`src/rtl/if_prefetch_queue_pkg.sv`:
```
// Shared types and constants for the instruction prefetch queue.
package if_prefetch_queue_pkg;

    localparam int IF_ADDR_W  = 32;
    localparam int IF_INSTR_W = 32;

    // One queue entry: the instruction together with the PC it was fetched from.
    typedef struct packed {
        logic [IF_ADDR_W-1:0]  pc;
        logic [IF_INSTR_W-1:0] instr;
    } fetch_entry_t;

    // Value driven on empty presentation slots.
    localparam logic [IF_INSTR_W-1:0] NOP_INSTR = '0;

    // Index width helper that never collapses to zero bits.
    function automatic int clog2_min1(input int value);
        return (value > 1) ? $clog2(value) : 1;
    endfunction

endpackage

```
`src/rtl/if_prefetch_queue_if.sv`:
```
// IM request/response bus and ID presentation bus of the prefetch queue.
interface if_prefetch_queue_if #(
    parameter int ADDR_W  = 32,
    parameter int INSTR_W = 32,
    parameter int FETCH_W = 2,
    parameter int ISSUE_W = 2
);
    localparam int TAKE_W = $clog2(ISSUE_W + 1);

    // IM side
    logic                         IM_req_valid;
    logic [ADDR_W-1:0]            Instr_address_2IM;
    logic                         IM_rsp_valid;
    logic [FETCH_W*INSTR_W-1:0]   IM_rsp_data;

    // ID side
    logic [ISSUE_W*INSTR_W-1:0]   Instr_PR;
    logic [ISSUE_W*ADDR_W-1:0]    PC_PR;
    logic [ISSUE_W-1:0]           Instr_valid_PR;
    logic [TAKE_W-1:0]            id_take;

    // Fetch-stage view.
    modport master (
        output IM_req_valid, Instr_address_2IM, Instr_PR, PC_PR, Instr_valid_PR,
        input  IM_rsp_valid, IM_rsp_data, id_take
    );

    // Environment view (IM model and ID consumer).
    modport slave (
        input  IM_req_valid, Instr_address_2IM, Instr_PR, PC_PR, Instr_valid_PR,
        output IM_rsp_valid, IM_rsp_data, id_take
    );
endinterface

```
`src/rtl/if_prefetch_queue_fifo.sv`:
```
// Circular instruction buffer: masked FETCH_W-wide write, ISSUE_W-wide head view,
// variable-count pop and single-cycle flush.
module if_prefetch_queue_fifo
    import if_prefetch_queue_pkg::*;
#(
    parameter int ADDR_W  = IF_ADDR_W,
    parameter int INSTR_W = IF_INSTR_W,
    parameter int FETCH_W = 2,
    parameter int DEPTH   = 8,
    parameter int ISSUE_W = 2,
    localparam int SLOT_W = clog2_min1(FETCH_W),
    localparam int CNT_W  = $clog2(DEPTH + 1),
    localparam int TAKE_W = $clog2(ISSUE_W + 1)
) (
    input  logic                       clk,
    input  logic                       srst,
    input  logic                       i_flush,
    input  logic                       i_wr_en,
    input  logic [SLOT_W-1:0]          i_wr_start,
    input  logic [ADDR_W-1:0]          i_wr_base,
    input  logic [FETCH_W*INSTR_W-1:0] i_wr_data,
    input  logic [TAKE_W-1:0]          i_pop_cnt,
    output logic [CNT_W-1:0]           o_count,
    output logic [ISSUE_W*INSTR_W-1:0] o_rd_instr,
    output logic [ISSUE_W*ADDR_W-1:0]  o_rd_pc,
    output logic [ISSUE_W-1:0]         o_rd_valid
);

    localparam int PTR_W = clog2_min1(DEPTH);

    typedef struct packed {
        logic [ADDR_W-1:0]  pc;
        logic [INSTR_W-1:0] instr;
    } entry_t;

    entry_t           r_mem [DEPTH];
    logic [PTR_W-1:0] r_head;
    logic [PTR_W-1:0] r_tail;
    logic [CNT_W-1:0] r_count;

    logic [CNT_W-1:0] w_enq_cnt;
    logic [CNT_W-1:0] w_avail;
    logic [CNT_W-1:0] w_pop_cnt;

    logic [PTR_W-1:0] w_wr_idx   [FETCH_W];
    entry_t           w_wr_entry [FETCH_W];
    logic [FETCH_W-1:0] w_wr_slot_en;

    // Enqueue count follows the start slot; pops are clamped to what is presented.
    always_comb begin
        w_enq_cnt = i_wr_en ? (CNT_W'(FETCH_W) - CNT_W'(i_wr_start)) : '0;
        w_avail   = (r_count > CNT_W'(ISSUE_W)) ? CNT_W'(ISSUE_W) : r_count;
        w_pop_cnt = (CNT_W'(i_pop_cnt) > w_avail) ? w_avail : CNT_W'(i_pop_cnt);
    end

    // Slots at or above the start slot are packed contiguously from the tail.
    for (genvar gi = 0; gi < FETCH_W; gi++) begin : g_wr
        assign w_wr_slot_en[gi]   = (SLOT_W'(gi) >= i_wr_start);
        assign w_wr_idx[gi]       = r_tail + PTR_W'(gi) - PTR_W'(i_wr_start);
        assign w_wr_entry[gi].pc    = i_wr_base + ADDR_W'(4 * gi);
        assign w_wr_entry[gi].instr = i_wr_data[gi*INSTR_W +: INSTR_W];
    end

    // Pointer and occupancy update; reset, then flush, dominate any enqueue/pop.
    always_ff @(posedge clk) begin
        if (srst || i_flush) begin
            r_head  <= '0;
            r_tail  <= '0;
            r_count <= '0;
        end else begin
            r_head  <= r_head + PTR_W'(w_pop_cnt);
            r_tail  <= r_tail + PTR_W'(w_enq_cnt);
            r_count <= r_count + w_enq_cnt - w_pop_cnt;
        end
    end

    // Storage write for the accepted fetch slots.
    always_ff @(posedge clk) begin
        if (!srst && !i_flush && i_wr_en) begin
            for (int k = 0; k < FETCH_W; k++) begin
                if (w_wr_slot_en[k]) begin
                    r_mem[w_wr_idx[k]] <= w_wr_entry[k];
                end
            end
        end
    end

    // Head view: slot 0 is the oldest entry, empty slots read as zero.
    for (genvar gi = 0; gi < ISSUE_W; gi++) begin : g_rd
        logic [PTR_W-1:0] w_rd_idx;
        logic             w_rd_vld;
        assign w_rd_idx        = r_head + PTR_W'(gi);
        assign w_rd_vld        = (r_count > CNT_W'(gi));
        assign o_rd_valid[gi]  = w_rd_vld;
        assign o_rd_instr[gi*INSTR_W +: INSTR_W] =
            w_rd_vld ? r_mem[w_rd_idx].instr : INSTR_W'(NOP_INSTR);
        assign o_rd_pc[gi*ADDR_W +: ADDR_W] =
            w_rd_vld ? r_mem[w_rd_idx].pc : '0;
    end

    assign o_count = r_count;

    // ID must never take more instructions than are presented.
    a_no_underflow: assert property (@(posedge clk) disable iff (srst)
        CNT_W'(i_pop_cnt) <= w_avail);

    // Issue-time reservation guarantees the buffer never overfills.
    a_no_overflow: assert property (@(posedge clk) disable iff (srst || i_flush)
        (int'(r_count) + int'(w_enq_cnt) - int'(w_pop_cnt)) <= DEPTH);

endmodule

```
`src/rtl/if_prefetch_queue.sv`:
```
// Instruction-fetch stage: fetch PC, redirect/epoch tracking, IM request credit
// logic, and a decoupled prefetch buffer presenting up to ISSUE_W instructions to ID.
module if_prefetch_queue
    import if_prefetch_queue_pkg::*;
#(
    parameter int ADDR_W  = IF_ADDR_W,
    parameter int INSTR_W = IF_INSTR_W,
    parameter int FETCH_W = 2,
    parameter int DEPTH   = 8,
    parameter int ISSUE_W = 2
) (
    input  logic              CLK,
    input  logic              RESET,
    input  logic [ADDR_W-1:0] PC_init,
    input  logic              FREEZE,
    input  logic              taken_branch,
    input  logic [ADDR_W-1:0] redirect_addr,
    if_prefetch_queue_if.master bus
);

    localparam int BLK_BYTES = FETCH_W * 4;
    localparam int SLOT_W    = clog2_min1(FETCH_W);
    localparam int CNT_W     = $clog2(DEPTH + 1);
    localparam int TAKE_W    = $clog2(ISSUE_W + 1);
    localparam logic [ADDR_W-1:0] ALIGN_MASK = ~(ADDR_W'(BLK_BYTES - 1));

    // Fetch state
    logic [ADDR_W-1:0] r_pc;
    logic              r_epoch;
    logic              r_inflight;
    logic              r_inflight_epoch;
    logic [ADDR_W-1:0] r_inflight_base;
    logic [SLOT_W-1:0] r_inflight_start;

    logic [ADDR_W-1:0] w_sel_pc;
    logic [ADDR_W-1:0] w_req_addr;
    logic [SLOT_W-1:0] w_start;
    logic [CNT_W-1:0]  w_count;
    logic [CNT_W-1:0]  w_free;
    logic [CNT_W-1:0]  w_need;
    logic              w_req;
    logic              w_rsp_accept;
    logic [TAKE_W-1:0] w_pop;

    logic [ISSUE_W*INSTR_W-1:0] w_rd_instr;
    logic [ISSUE_W*ADDR_W-1:0]  w_rd_pc;
    logic [ISSUE_W-1:0]         w_rd_valid;

    // Request, response-accept and pop decisions for the current cycle.
    always_comb begin
        w_sel_pc     = taken_branch ? redirect_addr : r_pc;
        w_req_addr   = w_sel_pc & ALIGN_MASK;
        w_start      = SLOT_W'((w_sel_pc >> 2) & ADDR_W'(FETCH_W - 1));
        w_free       = CNT_W'(DEPTH) - w_count;
        // An outstanding response already owns FETCH_W slots.
        w_need       = r_inflight ? CNT_W'(2 * FETCH_W) : CNT_W'(FETCH_W);
        // A redirect flushes the queue, so it always has room.
        w_req        = !RESET && !FREEZE && (taken_branch || (w_free >= w_need));
        // Responses from before a redirect are stale, including one landing on the redirect cycle.
        w_rsp_accept = bus.IM_rsp_valid && r_inflight &&
                       (r_inflight_epoch == r_epoch) && !taken_branch;
        w_pop        = (FREEZE || taken_branch) ? '0 : bus.id_take;
    end

    // Fetch PC, epoch and in-flight tag; a frozen redirect parks the target PC.
    always_ff @(posedge CLK) begin
        if (RESET) begin
            r_pc             <= PC_init;
            r_epoch          <= 1'b0;
            r_inflight       <= 1'b0;
            r_inflight_epoch <= 1'b0;
            r_inflight_base  <= '0;
            r_inflight_start <= '0;
        end else begin
            if (w_req) begin
                r_pc <= w_req_addr + ADDR_W'(BLK_BYTES);
            end else if (taken_branch) begin
                r_pc <= redirect_addr;
            end
            if (taken_branch) begin
                r_epoch <= ~r_epoch;
            end
            r_inflight <= w_req;
            if (w_req) begin
                r_inflight_base  <= w_req_addr;
                r_inflight_start <= w_start;
                r_inflight_epoch <= taken_branch ? ~r_epoch : r_epoch;
            end
        end
    end

    if_prefetch_queue_fifo #(
        .ADDR_W  (ADDR_W),
        .INSTR_W (INSTR_W),
        .FETCH_W (FETCH_W),
        .DEPTH   (DEPTH),
        .ISSUE_W (ISSUE_W)
    ) u_fifo (
        .clk        (CLK),
        .srst       (RESET),
        .i_flush    (taken_branch),
        .i_wr_en    (w_rsp_accept),
        .i_wr_start (r_inflight_start),
        .i_wr_base  (r_inflight_base),
        .i_wr_data  (bus.IM_rsp_data),
        .i_pop_cnt  (w_pop),
        .o_count    (w_count),
        .o_rd_instr (w_rd_instr),
        .o_rd_pc    (w_rd_pc),
        .o_rd_valid (w_rd_valid)
    );

    assign bus.IM_req_valid      = w_req;
    assign bus.Instr_address_2IM = w_req_addr;
    assign bus.Instr_PR          = w_rd_instr;
    assign bus.PC_PR             = w_rd_pc;
    assign bus.Instr_valid_PR    = w_rd_valid;

endmodule

```
`src/flat_wrapper.sv`:
```
// flat-port wrapper written by rule: the top's interface ports become plain ports
module if_prefetch_queue_flat import if_prefetch_queue_pkg::*;
#(
    parameter int ADDR_W  = IF_ADDR_W,
    parameter int INSTR_W = IF_INSTR_W,
    parameter int FETCH_W = 2,
    parameter int DEPTH   = 8,
    parameter int ISSUE_W = 2
)
  (CLK, RESET, PC_init, FREEZE, taken_branch, redirect_addr, bus_IM_req_valid, bus_Instr_address_2IM, bus_Instr_PR, bus_PC_PR, bus_Instr_valid_PR, bus_IM_rsp_valid, bus_IM_rsp_data, bus_id_take);
  if_prefetch_queue_if #(.ADDR_W(ADDR_W), .INSTR_W(INSTR_W), .FETCH_W(FETCH_W), .ISSUE_W(ISSUE_W)) bus_i ();
  input  logic CLK;
  input  logic RESET;
  input  logic [ADDR_W-1:0] PC_init;
  input  logic FREEZE;
  input  logic taken_branch;
  input  logic [ADDR_W-1:0] redirect_addr;
  output wire logic [$bits(bus_i.IM_req_valid)-1:0] bus_IM_req_valid;
  output wire logic [$bits(bus_i.Instr_address_2IM)-1:0] bus_Instr_address_2IM;
  output wire logic [$bits(bus_i.Instr_PR)-1:0] bus_Instr_PR;
  output wire logic [$bits(bus_i.PC_PR)-1:0] bus_PC_PR;
  output wire logic [$bits(bus_i.Instr_valid_PR)-1:0] bus_Instr_valid_PR;
  input wire logic [$bits(bus_i.IM_rsp_valid)-1:0] bus_IM_rsp_valid;
  input wire logic [$bits(bus_i.IM_rsp_data)-1:0] bus_IM_rsp_data;
  input wire logic [$bits(bus_i.id_take)-1:0] bus_id_take;
  assign bus_IM_req_valid = bus_i.IM_req_valid;
  assign bus_Instr_address_2IM = bus_i.Instr_address_2IM;
  assign bus_Instr_PR = bus_i.Instr_PR;
  assign bus_PC_PR = bus_i.PC_PR;
  assign bus_Instr_valid_PR = bus_i.Instr_valid_PR;
  assign bus_i.IM_rsp_valid = bus_IM_rsp_valid;
  assign bus_i.IM_rsp_data = bus_IM_rsp_data;
  assign bus_i.id_take = bus_id_take;
  if_prefetch_queue #(.ADDR_W(ADDR_W), .INSTR_W(INSTR_W), .FETCH_W(FETCH_W), .DEPTH(DEPTH), .ISSUE_W(ISSUE_W)) u_core (.CLK(CLK), .RESET(RESET), .PC_init(PC_init), .FREEZE(FREEZE), .taken_branch(taken_branch), .redirect_addr(redirect_addr), .bus(bus_i));
endmodule
```
`config.mk`:
```
export PLATFORM = sky130hd
export DESIGN_NAME = if_prefetch_queue_flat
export DESIGN_NICKNAME = d
export VERILOG_FILES = /design/src/rtl/if_prefetch_queue_pkg.sv /design/src/rtl/if_prefetch_queue_if.sv /design/src/rtl/if_prefetch_queue_fifo.sv /design/src/rtl/if_prefetch_queue.sv /design/src/flat_wrapper.sv
export SDC_FILE = /design/constraint.sdc
export NUM_CORES = 1
export LEC_CHECK = 0
export ABC_AREA = 1
export BUFFER_PORTS_ARGS = -buffer_cell sky130_fd_sc_hd__buf_2
export CAP_MARGIN = 30
export CELL_PAD_IN_SITES_DETAIL_PLACEMENT = 0
export CELL_PAD_IN_SITES_GLOBAL_PLACEMENT = 1
export CORE_ASPECT_RATIO = 0.9
export CORE_MARGIN = 1.5
export CORE_UTILIZATION = 45
export CTS_CLUSTER_SIZE = 24
export DETAILED_ROUTE_END_ITERATION = 12
export HOLD_SLACK_MARGIN = 0.05
export PLACE_DENSITY_LB_ADDON = 0.1
export RECOVER_POWER = 25
export SLEW_MARGIN = 40
export SYNTH_ARGS = -nofsm -noshare
export SYNTH_HDL_FRONTEND = slang
export SYNTH_HIERARCHICAL = 1
export SYNTH_SLANG_ARGS = --single-unit
```
`constraint.sdc`:
```
create_clock -name CLK -period 19 [get_ports CLK]
set_input_delay 3.8 -clock CLK [delete_from_list [all_inputs] [get_ports CLK]]
set_output_delay 3.8 -clock CLK [all_outputs]
set_load 0.01 [all_outputs]
```
==> flow_summary.toml <==
[synth]
yosysWarnings = 6
synth-async-reset-ratio_pct = 0
synth_seq_area_share_pct = 45.5
synth_edf_count = 512
synth-main-ff-cell = "edfxtp_1"
syn_area_per_cell_um2 = 7.56
synthCells = 4896
ys_ff_latch = 585
synth_area_mm2 = 0.0370
yosysUniqueCellTypes = 50

[sta]
period_share_pct = 70.0
setup_violations = 0
skew_ns = 0.0122
final_max_slew_viol_count = 544
finalSetupTns_ns = 0
rsz0062_at_grt = "no"
hold_viol = 0
final.min_clock_period_ns = 13.31
whs_ns = 0.502
fmax_mhz = 75.2
tightest_slew_ns = 3.30
relSlewSlack_pct = -122

[clocking]
cts_root_buffer = "clkbuf_16"
clock_sinks = 585
clk_latency_ns = 0.61
clk_pin_slew_ns = 0.05
postCtsResizedCells = 0
cts_max_level = 3
cts-buffers-inserted = 71
cts_buffer_depth = 3
postCtsSetupRepairBufs = 0
cts_tree = "done"
cts-hold-fix-buffers = 0

[route]
drc = 0
postRouteAntennaNets = 0
drtIter0Drc = 3500
drt-pass1-iter-count = 6
routed_wl_um = 124000
drt-vias-per-instance = 5.47
post_drt_wl_per_cell_um = 20.5
vias = 32945

[cells_and_area]
layout-drive-gt1-share_pct = 11.8
post-route-util_pct = 49.3
area_delta_synth_final_pct = 8.22
layout_common_cells = "nand2_1, o21ai_0, edfxtp_1, a21oi_1, nor2_1"
nets = 5070
layout_commonest_cell = "nand2_1"
fill_cells = 8064

[global_route]
grt_pass1_vias = 30251
grt_max_degree = 192
grt_usage_pct = 28.8
grt-ovfl-total = 0
grt_pass1_wl_um = 183000
antenna_found_initial = 9

[floorplanning]
start_util_pct = 45.5
ios = 298
die-area_mm2 = 0.0840
fp.coreArea_mm2 = 0.0813
dieHeight_um = 275
num_rows = 99
dieWidth_um = 305

[pwr]
internal-power_w = 0.00288
power_per_cell_area_mw_per_mm2 = 126
seq_power_share_pct = 30.4
leakage_nw = 15.4
p_sw_w = 0.00217
pwr-share-clk_pct = 25.0
ir_drop_mv = 0.127
combPwrFrac_pct = 44.6
p_sw_share_pct = 43.0

[placed_design]
routabilityCongestion = 0.864
place_hpwl_um = 71600
io_buffers = 290

[run_status]
violations = "capacitance limit, slew limit"
status = "finished with violations"

[worst_setup_path]
critical_path_required_ns = 19.32
crit_type = "primary input to flip-flop"
startpoint_type = "primary input"
arrival_ns = 13.63
cp_max_fo = 60
crit_path_end_kind = "flip-flop"

[worst_hold_path]
hold_class = "flip-flop to flip-flop"

[run]
cap_violations = 18
## stage by stage
stage	std cells	cell area (um^2)	total power, W	setup slack (ns)
after floorplan	4920	37100	0.00305	9.13
after global placement	5892	38000	0.00377	9.59
after detailed placement	5898	38200	0.00380	9.92
after CTS	6024	40300	0.00507	9.92
after global routing	6026	40000	0.00536	4.92
final	6026	40000	0.00504	5.69
## layout make-up
| class | count | area, um^2 | area share, % |
|---|---|---|---|
| Inverter | 351 | 1350 | 3.38 |
| Sequential cell | 585 | 16800 | 42.1 |
| Antenna cell | 2 | 5.00 | 0.0125 |
| Clock buffer | 94 | 1910 | 4.78 |
| Clock inverter | 32 | 188 | 0.469 |
| Multi-Input combinational cell | 3552 | 16400 | 41.0 |
| Timing Repair Buffer | 350 | 1990 | 4.97 |
| Tap cell | 1060 | 1330 | 3.31 |
## final timing paths
| kind | startpoint | endpoint | slack (ns) | depth (start not counted) |
|---|---|---|---|---|
| hold / removal | u_core/r_inflight_base[25] | u_core/r_inflight_base[25] | 0.50 | 2 |
| setup reg to reg | u_core/r_inflight_start | u_core/u_fifo/r_mem[0][14] | 11.84 | 12 |
| hold reg to reg | u_core/r_inflight_base[25] | u_core/r_inflight_base[25] | 0.50 | 2 |
| setup / recovery | taken_branch | u_core/u_fifo/r_mem[0][14] | 5.69 | 14 |
## worst max-delay path, cell delays in order
cell and delay (ns):
clkbuf_1 1.56, clkinvlp_2 1.76, nand3_1 0.39, nor2_1 0.11, inv_1 0.09, nor2_2 0.04, inv_1 0.06, nor2_1 0.10
nand2_1 0.25, clkbuf_1 1.52, clkinvlp_2 2.62, buf_4 1.01, nand2_1 0.13, o21ai_0 0.10
## cell usage after synthesis, types with 2 or more instances
cell type / n / area [um^2]
buf_6: 47 / 529
inv_1: 333 / 1250
buf_1: 49 / 184
nand4_1: 7 / 43.8
nand2_1: 1453 / 5450
xor2_1: 21 / 184
a21oi_1: 392 / 1960
nor3_2: 31 / 310
nor2_8: 4 / 80.1
o21ai_0: 683 / 3420
nor2_4: 6 / 67.6
nor3b_1: 2 / 15.0
inv_2: 14 / 52.6
ha_1: 20 / 250
nand2_2: 29 / 181
o21ai_2: 3 / 26.3
edfxtp_1: 512 / 15400
nand3_1: 222 / 1110
o21bai_1: 2 / 15.0
o21ai_1: 97 / 485
fa_1: 4 / 80.1
xor2_2: 5 / 81.3
xnor2_1: 3 / 26.3
nor3_4: 2 / 32.5
dfxtp_1: 73 / 1460
buf_4: 79 / 593
nor2_1: 351 / 1320
or2_1: 2 / 12.5
nor3_1: 36 / 180
clkinv_1: 2 / 7.51
or2_2: 64 / 400
clkbuf_1: 139 / 522
nor2_2: 10 / 62.6
buf_2: 118 / 591
o211ai_1: 65 / 488
a31o_2: 2 / 17.5
## sequential cells by signal, indices dropped and copies added (netlist names), 3 cells and up
signal / cells
u_core/u_fifo/r_mem: 512
u_core/r_pc: 30
u_core/r_inflight_base: 29
u_core/u_fifo/o_count: 4
u_core/u_fifo/r_head: 3
u_core/u_fifo/r_tail: 3
## cells by family (layout without fill, tap and decap cells)
family                     Yosys count  after routing  share of synthesized area [%]
buffers and inverters              783            827                           10.1
muxes                                1              1                         0.0271
other                                1             27                         0.0101
AOI/OAI and AO/OA                 1249           1249                           17.5
adders and majority gates           24             24                          0.893
and+or+nand+nor                   2223           2223                           25.2
xor gates and xnor gates            30             30                          0.832
DFF                                585            585                           45.5
## power groups by stage
stage          Sequential (W)  Clock [W]  Combinational (W)
4_1_cts               0.00153    0.00129            0.00226
3_5_place_dp          0.00155          0            0.00225
3_3_place_gp          0.00155          0            0.00222
2_1_floorplan         0.00149          0            0.00156
5_1_grt               0.00153    0.00133            0.00249
6_report              0.00153    0.00126            0.00225
## layer usage
metal  track usage, %  vias up  wire [um]
met5                0        -         27
met1             39.5    15220      53200
li1                 -    16208          -
met4             9.49        4       3320
met2             46.6     1300      56700
met3             4.48      213      10500
Power figures use the tool's default switching activity.
